--- src/rtl/a2e_push_arbiter.sv ---
// Round-robin, burst-locked arbiter that multiplexes NUM_SRC producer push ports onto the
// single push side of the A2E queue. A granted source keeps the queue for BURST_LEN accepted words.
module a2e_push_arbiter #(
  parameter int NUM_SRC   = 4,
  parameter int BITWIDTH  = 32,
  parameter int BURST_LEN = 64,
  parameter int CNT_W     = 8,
  parameter int SRC_W     = 2
) (
  input  logic                         CLK,
  input  logic                         RST,
  input  logic [NUM_SRC-1:0]           src_push_req,
  input  logic [NUM_SRC*BITWIDTH-1:0]  src_push_data,
  output logic [NUM_SRC-1:0]           src_full,
  output logic                         q_push_req,
  output logic [BITWIDTH-1:0]          q_push_data,
  input  logic                         q_full,
  output logic [NUM_SRC-1:0]           grant,
  output logic [SRC_W-1:0]             grant_id,
  output logic                         burst_done,
  output logic                         dbg_state
);

  // Handshake: a word moves from the owner to the queue in every cycle where
  // q_push_req=1 and q_full=0; src_full mirrors q_full for the owner only.
  typedef enum logic {IDLE = 1'b0, BURST = 1'b1} state_t;

  state_t             state;
  logic [SRC_W-1:0]   rr_ptr;
  logic [CNT_W-1:0]   cnt;
  logic               pick_valid;
  logic [SRC_W-1:0]   pick_id;
  logic [SRC_W-1:0]   cand;
  logic [NUM_SRC-1:0] pick_onehot;
  logic               accept;
  logic               last_word;
  int                 scan_idx;

  // Walk downward in offset so the last hit written is the nearest one at/after rr_ptr.
  always_comb begin
    pick_valid  = 1'b0;
    pick_id     = '0;
    cand        = '0;
    scan_idx    = 0;
    pick_onehot = '0;
    for (int j = NUM_SRC - 1; j >= 0; j--) begin
      scan_idx = (int'(rr_ptr) + j) % NUM_SRC;
      cand     = SRC_W'(scan_idx);
      if (src_push_req[cand]) begin
        pick_valid = 1'b1;
        pick_id    = cand;
      end
    end
    pick_onehot[pick_id] = 1'b1;
  end

  always_comb begin
    q_push_req  = 1'b0;
    q_push_data = '0;
    src_full    = '1;
    if (state == BURST) begin
      q_push_req         = src_push_req[grant_id];
      q_push_data        = src_push_data[int'(grant_id) * BITWIDTH +: BITWIDTH];
      src_full[grant_id] = q_full;
    end
  end

  assign accept    = q_push_req && !q_full;
  assign last_word = (cnt == CNT_W'(BURST_LEN - 1));
  assign dbg_state = (state == BURST);

  always_ff @(posedge CLK or posedge RST) begin
    if (RST) begin
      state      <= IDLE;
      grant      <= '0;
      grant_id   <= '0;
      rr_ptr     <= '0;
      cnt        <= '0;
      burst_done <= 1'b0;
    end else begin
      burst_done <= 1'b0;
      case (state)
        IDLE: begin
          if (pick_valid) begin
            state    <= BURST;
            grant    <= pick_onehot;
            grant_id <= pick_id;
            cnt      <= '0;
          end
        end
        BURST: begin
          if (accept) begin
            if (last_word) begin
              state      <= IDLE;
              grant      <= '0;
              grant_id   <= '0;
              cnt        <= '0;
              burst_done <= 1'b1;
              // Pointer moves only here, so a waiting source is at most NUM_SRC-1 bursts away.
              rr_ptr     <= (grant_id == SRC_W'(NUM_SRC - 1)) ? '0 : grant_id + 1'b1;
            end else begin
              cnt <= cnt + 1'b1;
            end
          end
        end
        default: state <= IDLE;
      endcase
    end
  end

endmodule

--- config.mk ---
export PLATFORM = sky130hd
export DESIGN_NAME = a2e_push_arbiter
export DESIGN_NICKNAME = d
export VERILOG_FILES = /design/src/rtl/a2e_push_arbiter.sv
export SDC_FILE = /design/constraint.sdc
export NUM_CORES = 1
export LEC_CHECK = 0
export CAP_MARGIN = 20
export CORE_MARGIN = 5
export CORE_UTILIZATION = 34
export CTS_CLUSTER_SIZE = 12
export DETAILED_ROUTE_END_ITERATION = 16
export GPL_ROUTABILITY_DRIVEN = 0
export MAX_ROUTING_LAYER = met4
export PLACE_DENSITY = 0.95
export REMOVE_ABC_BUFFERS = 1
export SLEW_MARGIN = 20
export SYNTH_ARGS = -nofsm -noshare
export SYNTH_HDL_FRONTEND = slang
export SYNTH_SLANG_ARGS = --single-unit
export TNS_END_PERCENT = 20
--- constraint.sdc ---
create_clock -name CLK -period 3.8 [get_ports CLK]
set_input_delay 0.57 -clock CLK [delete_from_list [all_inputs] [get_ports CLK]]
set_output_delay 0.57 -clock CLK [all_outputs]
set_load 0.05 [all_outputs]
==> results.toml, run 1 <==
[worst_setup_path]
cp-startpoint = "grant_id[0]"
cp.depth = 4
cp.arrival_ns = 2.48
reg2reg_depth = 5
path_delay_family = "buffers and inverters"
cp-endpoint = "q_push_data[19]"
cp.buffers_inverters = 2
rrSetupSlack_ns = 1.55
cp_max_fo = 11
cp.required_ns = 3.23
rr_endpoint = "rr_ptr[1]"
timing.rr.start = "dbg_state"
critical_path_class = "reg -> out"
end_kind = "output port"
slowest_delay_ns = 0.70
cp_cell_sequence = "buf_4, mux4_2, and2_1, clkdlybuf4s50_1"
cpMaxStageDelayCell = "clkdlybuf4s50_1"
start_kind = "flop"

[clock_tree]
tritoncts = "done"
root_buffer = "clkbuf_8"
cts_buffers = 3
ctsHoldBuffers = 0
cts_setup_buffers = 0
cts_sinks = 18
cts_htree_levels = 1
path_clk_slew_ns = 0.06
clock_path_buffers = 2
clock_latency_ns = 0.25
cts_resized = 0

[floorplan]
die_w_um = 87.3
die_y_um = 87.3
core_um2 = 5850
pin_count = 180
start_util = 0.347
die_area_um2 = 7610
rows = 28

[hold_path]
min_path_type = "reg -> reg"

[route]
dr_total_vias = 2370
wl_mm = 8.85
viasPerCell = 5.44
drt-pass1-iter-count = 5
drc_errors = 0
drt_iter0_markers = 70
antenna_left = 0
post_drt_wl_per_cell_um = 20.3

[status]
outcome = "complete, no violations"

[sta]
tightest_slew_ns = 0.691
rsz0062_at_grt = "false"
max_freq_mhz = 328
skew_ns = 0.00164
hold_viol_final = 0
max_slew_margin = 0.533
slew_violations = 0
fin_crit_ns = 3.05
setup_viol_count_final = 0
post-route-period-util = 0.803
fin_setup_tns_ns = 0

[finish]
layout.cells.non_filler = 436
nets = 502
utilization = 0.677
num-fill-cells = 418
syn_to_final_growth_pct = 95.2
drive_gt1_frac = 0.141
diodes = 0

[logic_synthesis]
netlist_instances = 187
async_reset_ff_frac = 1.00
syn_area_um2 = 2030
synth-edff-count = 0
ys_ff_latch = 18
synth_ff_type = "dfrtp_1"
yosys.area.top_type = "mux4_2"
yosys.area.top_type_share = 0.355
yosysSeqAreaShare = 0.222
yosysUniqueCellTypes = 39
ys_top_cells_by_count = "32 x and2_1, 32 x mux4_2, 18 x dfrtp_1, 13 x nand2_1, 11 x nor2_1"
yosysWarnings = 0
synth_area_per_cell_um2 = 10.9
synth.area.top_cells = "mux4_2 36%, dfrtp_1 22%, and2_1 9.9%"

[global_routing]
gr-usage-met2 = 0.418
met3_usage = 0.0539
grt_overflow = 0
grt_max_degree = 27
globalRouteTotalUtil = 0.236
antenna_found_initial = 0
grt_pass1_wl_mm = 13.3
grtUsageMet1 = 0.249
top_usage_layer = "met2"
grt_pass1_vias = 2571

[power_and_ir_drop]
p_leak_uw = 0.00148
peakVddDrop_mv = 0.204
power_density_nw_per_um2 = 200

[placement]
dpl.hpwl_mm = 7.53
numPortBuffers = 179
dpl.cell_count = 432

[run]
cap_violations = 0
per-stage QoR:
step | total power, uW | hold WS, ns | setup slack, ns | cell area (um^2)
global route | 835 | 0.537 | 0.632 | 3960
floorplan | 432 | 0.488 | 0.152 | 1970
CTS | 800 | 0.509 | 0.721 | 3960
detailed placement | 643 | 0.493 | 0.851 | 3910
finish | 792 | 0.503 | 0.747 | 3960
global placement | 630 | 0.486 | 0.870 | 3910
sequential cells by signal, indices dropped and copies added (netlist names):
| register | count |
|---|---|
| cnt | 8 |
| grant | 4 |
| grant_id | 2 |
| rr_ptr | 2 |
| burst_done | 1 |
| dbg_state | 1 |
layout make-up:
class | instances | area [um^2] | area share
repair buffers | 184 | 1840 | 0.465
multi-input cells | 148 | 1490 | 0.377
flip-flops and latches | 18 | 452 | 0.114
well taps | 75 | 93.8 | 0.0237
clock buffers | 4 | 55.1 | 0.0139
inverters | 7 | 26.3 | 0.00663
report_power, final:
group          internal (uW)  total [uW]  leakage, uW  switching, uW
clock                   92.0         153    0.0000288           61.2
sequential               216         241     0.000232           25.2
combinational            229         398      0.00122            169
cell families after synthesis:
group	synth area share
AO/OA/AOI/OAI	0.105
multiplexers	0.388
buffers and inverters	0.0425
AND/OR/NAND/NOR	0.212
flip-flops	0.222
adder cells (fa/ha/maj)	0.0308
per-layer routing:
layer | vias to the layer above | share of wire
met5 | - | 0
met4 | 0 | 0.044
li1 | 1070 | -
met2 | 159 | 0.50
met3 | 34 | 0.10
met1 | 1107 | 0.35
placed cells by master, fill, tap and decap left out, types with 2 or more instances in the layout:
cell type / n
clkbuf_8: 4
nor2_1: 11
or3_1: 2
mux4_2: 32
dfrtp_1: 17
o21ai_0: 3
inv_1: 7
mux2_2: 5
buf_4: 4
a22o_1: 5
and3_1: 3
nand3_1: 2
clkdlybuf4s50_1: 179
a32o_1: 4
nand2_1: 13
ha_1: 5
nor3_1: 2
o22ai_1: 4
and2_1: 32
nor3b_1: 2
o21a_1: 2
a21oi_1: 3
nor4_1: 2
how the worst min path moves through the flow:
stage | start | to | slack (ns) | cells after the start
floorplan | cnt[4] | cnt[4] | 0.49 | 1
global placement | grant[3] | grant[3] | 0.49 | 1
detailed placement | grant[3] | grant[3] | 0.49 | 1
CTS | grant[3] | grant[3] | 0.51 | 1
global route | grant[1] | grant[1] | 0.54 | 1
finish | grant[3] | grant[3] | 0.50 | 1
(Power assumes the default switching activity.)
==> inputs of run 2 (changes only) <==
CORE_UTILIZATION = 29   (was 34)
PLACE_DENSITY = 0.87   (was 0.95)
clock period = 2.6 ns   (was 3.8 ns; I/O delays follow)
==> run 2 against run 1 <==
Final cell count grew 4.6%; first-iteration DRC count shrank 19%; non-clock buffer count shrank 1; total power grew 46%; clock power grew 52%; via count shrank 1.9%; core utilization shrank 10 points; sequential share of layout area grew 0.22 points; flip-flop and latch count is the same; critical path depth is the same; critical endpoint is now q_push_data[31]; largest power group unchanged.
==> results.toml, run 2 (synthesized netlist as in run 1, its figures left out) <==
[finish]
nets = 501
num-fill-cells = 584
largest_reg_flops = 8
mostFrequentLayoutCell = "clkdlybuf4s50_1"
final_cell_mix = "141 x clkdlybuf4s50_1, 40 x buf_4, 32 x mux4_2, 32 x and2_1, 16 x dfrtp_1"
drive_gt1_frac = 0.247
syn_to_final_growth_pct = 92.1
reg_top3 = "cnt: 8 flops, grant: 4 flops"
diodes = 0
fin_area_um2 = 3900
largest-register = "cnt"
utilization = 0.574

[sta]
fin_crit_ns = 2.38
hold_viol_final = 0
slew_violations = 0
setup_viol_count_final = 0
rsz0062_at_grt = "false"
worst_slack_ns = 0.223
tightest_slew_ns = 0.689
max_freq_mhz = 421
skew_ns = 0.00183
max_slew_margin = 0.535
fin_setup_tns_ns = 0
post-route-period-util = 0.914

[floorplan]
die_y_um = 93.7
pin_count = 180
die_area_um2 = 8770
die_w_um = 93.7
rows = 30
core_um2 = 6790
start_util = 0.299

[worst_setup_path]
critical_path_class = "reg -> out"
rr_endpoint = "rr_ptr[1]"
end_kind = "output port"
cp-startpoint = "grant_id[1]"
cp_max_fo = 26
cp.required_ns = 2.21
cp.arrival_ns = 1.99
start_kind = "flop"
rrSetupSlack_ns = 0.56
reg2reg_depth = 5
timing.rr.start = "grant_id[0]"
cp-endpoint = "q_push_data[31]"

[clock_tree]
clock_latency_ns = 0.26
cts_sinks = 18
cts_setup_buffers = 0
ctsHoldBuffers = 0
cts_htree_levels = 1
clock_path_buffers = 2
cts_resized = 0
root_buffer = "clkbuf_8"
path_clk_slew_ns = 0.07
cts_buffers = 3
tritoncts = "done"

[placement]
dpl.hpwl_mm = 7.36
placed_area_um2 = 3840
numPortBuffers = 179
pre_cts_ws_ns = 0.280

[route]
drt-pass1-iter-count = 4
viasPerCell = 5.10
post_drt_wl_per_cell_um = 19.3
antenna_left = 0
drc_errors = 0
wl_mm = 8.78
dr_total_vias = 2325
drt_iter0_markers = 57

[global_routing]
gr-usage-met2 = 0.364
grt_pass1_wl_mm = 13.2
globalRouteTotalUtil = 0.199
grt_max_degree = 35
grt_overflow = 0
top_usage_layer = "met2"
grt_pass1_vias = 2519
antenna_found_initial = 0
met3_usage = 0.0377
grtUsageMet1 = 0.214

[power_and_ir_drop]
p_int_uw = 776
pwr-share-seq = 0.304
peakVddDrop_mv = 0.293
power_frac_clock = 0.201
swShare = 0.330
p_sw_uw = 382
total_power_uw = 1160
p_comb_frac = 0.495
power_density_nw_per_um2 = 297
p_leak_uw = 0.00150

[hold_path]
min_path_type = "reg -> reg"

[run]
cap_violations = 0

[status]
outcome = "complete, no violations"
[run 2: worst min-delay path by stage]
stage / from / to / slack [ns] / cells past startpoint
floorplan: RST / burst_done / 0.33 / 1
global placement: grant[3] / grant[3] / 0.50 / 1
detailed placement: grant[3] / grant[3] / 0.49 / 1
CTS: grant[3] / grant[3] / 0.51 / 1
global route: grant[3] / grant[3] / 0.54 / 1
finish: grant[3] / grant[3] / 0.52 / 1
[run 2: final cells by class]
class	instances	area (um^2)	area share
Clock buffer	4	55.1	0.0141
Inverter	7	26.3	0.00674
Multi-Input combinational cell	148	1490	0.383
Sequential cell	18	453	0.116
Tap cell	96	120	0.0308
Timing Repair Buffer	183	1750	0.449
[run 2: metrics by stage]
| step | std cells | hold slack, ns |
|---|---|---|
| after floorplan | 173 | 0.329 |
| after global placement | 452 | 0.497 |
| after detailed placement | 452 | 0.490 |
| after CTS | 456 | 0.515 |
| after global routing | 456 | 0.543 |
| final | 456 | 0.515 |
[run 2: worst max-delay path: stages, from the launching register on]
cell and delay, ns:
dfrtp_2 0.59, buf_4 0.40, mux4_2 0.37, and2_1 0.17, buf_4 0.18
[run 2: power groups by stage]
stage               clock network (uW)  logic [uW]  registers, uW
finish                             233         573            352
global route                       251         611            357
CTS                                233         577            351
detailed placement                   0         573            356
global placement                     0         559            355
floorplan                            0         277            355
[run 2: routing by layer]
metal  part of all wire  vias to the layer above
met5                  0                        -
met4              0.037                        0
met3              0.064                       23
met2               0.53                      109
met1               0.37                     1126
li1                   -                     1067
==> inputs of run 3 (changes only) <==
GPL_TIMING_DRIVEN = 0   (was unset)
==> run 3 against run 2 <==
Routed wire length up 1.0%; clock power down 13%; flip-flop and latch count did not move; total power fell by 3.6%; first-iteration DRC count is 39% higher; non-clock buffer count unchanged; worst hold slack worse by 0.021 ns; final cell count unchanged; core utilization is 1.1 points higher; die area is the same; critical path type is now in -> out; largest power group unchanged; highest routed layer unchanged.
==> results.toml, run 3 (synthesized netlist as in run 1, its figures left out) <==
[route]
drc_errors = 0
drt-pass1-iter-count = 4
post_drt_wl_per_cell_um = 19.5
drt_iter0_markers = 79
antenna_left = 0
viasPerCell = 5.17
dr_total_vias = 2356
wl_mm = 8.87

[floorplan]
start_util = 0.299
die_area_um2 = 8770
die_y_um = 93.7
die_w_um = 93.7
rows = 30
pin_count = 180
core_um2 = 6790

[power_and_ir_drop]
total_power_uw = 1120
p_leak_uw = 0.00152
swShare = 0.340
pwr-share-seq = 0.318
power_density_nw_per_um2 = 281
p_sw_uw = 379
power_frac_clock = 0.182
peakVddDrop_mv = 0.288
p_int_uw = 737
p_comb_frac = 0.500

[sta]
fin_hold_ws_ns = 0.494
setup_viol_count_final = 0
rsz0062_at_grt = "false"
slew_violations = 0
max_freq_mhz = 412
tightest_slew_ns = 0.739
max_slew_margin = 0.501
fin_crit_ns = 2.43
hold_viol_final = 0
post-route-period-util = 0.934
skew_ns = 0.00195

[worst_setup_path]
reg2reg_depth = 5
cpMaxStageDelayCell = "clkdlybuf4s50_1"
rr_endpoint = "rr_ptr[0]"
path_delay_family = "buffers and inverters"
cp.buffers_inverters = 2
cp.required_ns = 2.21
start_kind = "input pin"
slowest_delay_ns = 0.58
critical_path_class = "in -> out"
cp_cell_sequence = "clkdlybuf4s50_1, mux2_2, nor2_1, nor3_1, dlygate4sd2_1"
rrSetupSlack_ns = 0.55
cp_max_fo = 6
timing.rr.start = "grant_id[0]"
cp.arrival_ns = 2.04
end_kind = "output port"

[placement]
numPortBuffers = 179
dpl.cell_count = 449
dpl.hpwl_mm = 7.12

[hold_path]
hp-start = "grant[1]"
min_to = "grant[1]"
worstHoldPathCells = 1
min_path_type = "reg -> reg"

[finish]
nets = 501
layout.cells.non_filler = 456
largest-register = "cnt"
reg_top3 = "cnt: 8 flops, grant: 4 flops"
num-fill-cells = 569
largest_reg_flops = 8
syn_to_final_growth_pct = 95.7
diodes = 0
mostFrequentLayoutCell = "clkdlybuf4s50_1"
final_cell_mix = "142 x clkdlybuf4s50_1, 35 x dlygate4sd2_1, 32 x mux4_2, 32 x and2_1, 15 x dfrtp_1"
drive_gt1_frac = 0.142

[clock_tree]
root_buffer = "clkbuf_8"
clock_path_buffers = 2
cts_htree_levels = 1
cts_sinks = 18
path_clk_slew_ns = 0.07
cts_buffers = 3
ctsHoldBuffers = 0
clock_latency_ns = 0.26
tritoncts = "done"

[global_routing]
met3_usage = 0.0296
grt_max_degree = 42
grtUsageMet1 = 0.222
grt_pass1_wl_mm = 13.3
grt_overflow = 0
antenna_found_initial = 0
top_usage_layer = "met2"
grt_pass1_vias = 2554
gr-usage-met2 = 0.365
globalRouteTotalUtil = 0.199

[run]
cap_violations = 0

[status]
outcome = "complete, no violations"
run 3: changes by cell type in the layout (fill, tap and decap cells not counted):
cell             before  now
buf_4                40    0
dlygate4sd2_1         0   35
dfrtp_4               0    2
dlymetal6s2s_1        0    2
buf_12                2    3
buf_8                 0    1
clkbuf_1              0    1
clkbuf_8              4    3
clkdlybuf4s50_1     141  142
dfrtp_1              16   15
dfrtp_2               2    1
run 3: repair_timing:
action,CTS,global route
setup endpoints to repair,38,24
setup buffers,2,1
gates resized for setup,37,2
run 3: power groups by stage:
| stage | Combinational, uW | Clock, uW | Sequential [uW] |
|---|---|---|---|
| after floorplan | 277 | 0 | 355 |
| after global placement | 559 | 0 | 359 |
| after detailed placement | 574 | 0 | 360 |
| after CTS | 558 | 203 | 354 |
| after global routing | 589 | 217 | 362 |
| final | 558 | 203 | 355 |
run 3: worst max-delay path by stage:
stage | from | to | slack, ns | cells after the start
finish | src_push_req[0] | q_push_req | 0.17 | 5
global route | src_push_req[0] | q_push_req | 0.11 | 5
CTS | grant_id[0] | q_push_data[15] | 0.003 | 4
detailed placement | dbg_state | q_push_req | -0.25 | 3
global placement | grant_id[0] | q_push_data[18] | -1.22 | 3
floorplan | grant_id[0] | q_push_req | -0.87 | 2
run 3: layer usage:
| layer | vias up | wire [um] |
|---|---|---|
| li1 | 1070 | - |
| met1 | 1146 | 3260 |
| met2 | 117 | 4710 |
| met3 | 23 | 605 |
| met4 | 0 | 299 |
| met5 | - | 0 |
run 3: final cells by class:
class | instances | area [um^2] | share of cell area
inverters | 7 | 26.3 | 0.00662
flip-flops and latches | 18 | 459 | 0.116
repair buffers | 183 | 1830 | 0.460
well taps | 96 | 120 | 0.0302
multi-input cells | 148 | 1490 | 0.376
clock buffers | 4 | 45.0 | 0.0113
run 3: worst register-to-register path, delay by kind of cell, from the launching register on:
kind / cells / cell delay (ns)
muxes: 1 / 0.32
and+or+nand+nor: 2 / 0.51
AOI/OAI and AO/OA: 1 / 0.40
buffers and inverters: 1 / 0.19
DFF: 1 / 0.52
run 3: stage by stage:
stage          setup slack, ns   util  instance area (um^2)  setup TNS (ns)
4_1_cts                0.00330  0.581                  3950               0
6_report                 0.173  0.585                  3970               0
2_1_floorplan           -0.868      -                  1970          -25.63
5_1_grt                  0.106  0.585                  3970               0
3_3_place_gp             -1.22  0.571                  3880          -51.46
3_5_place_dp            -0.251  0.575                  3910           -6.46
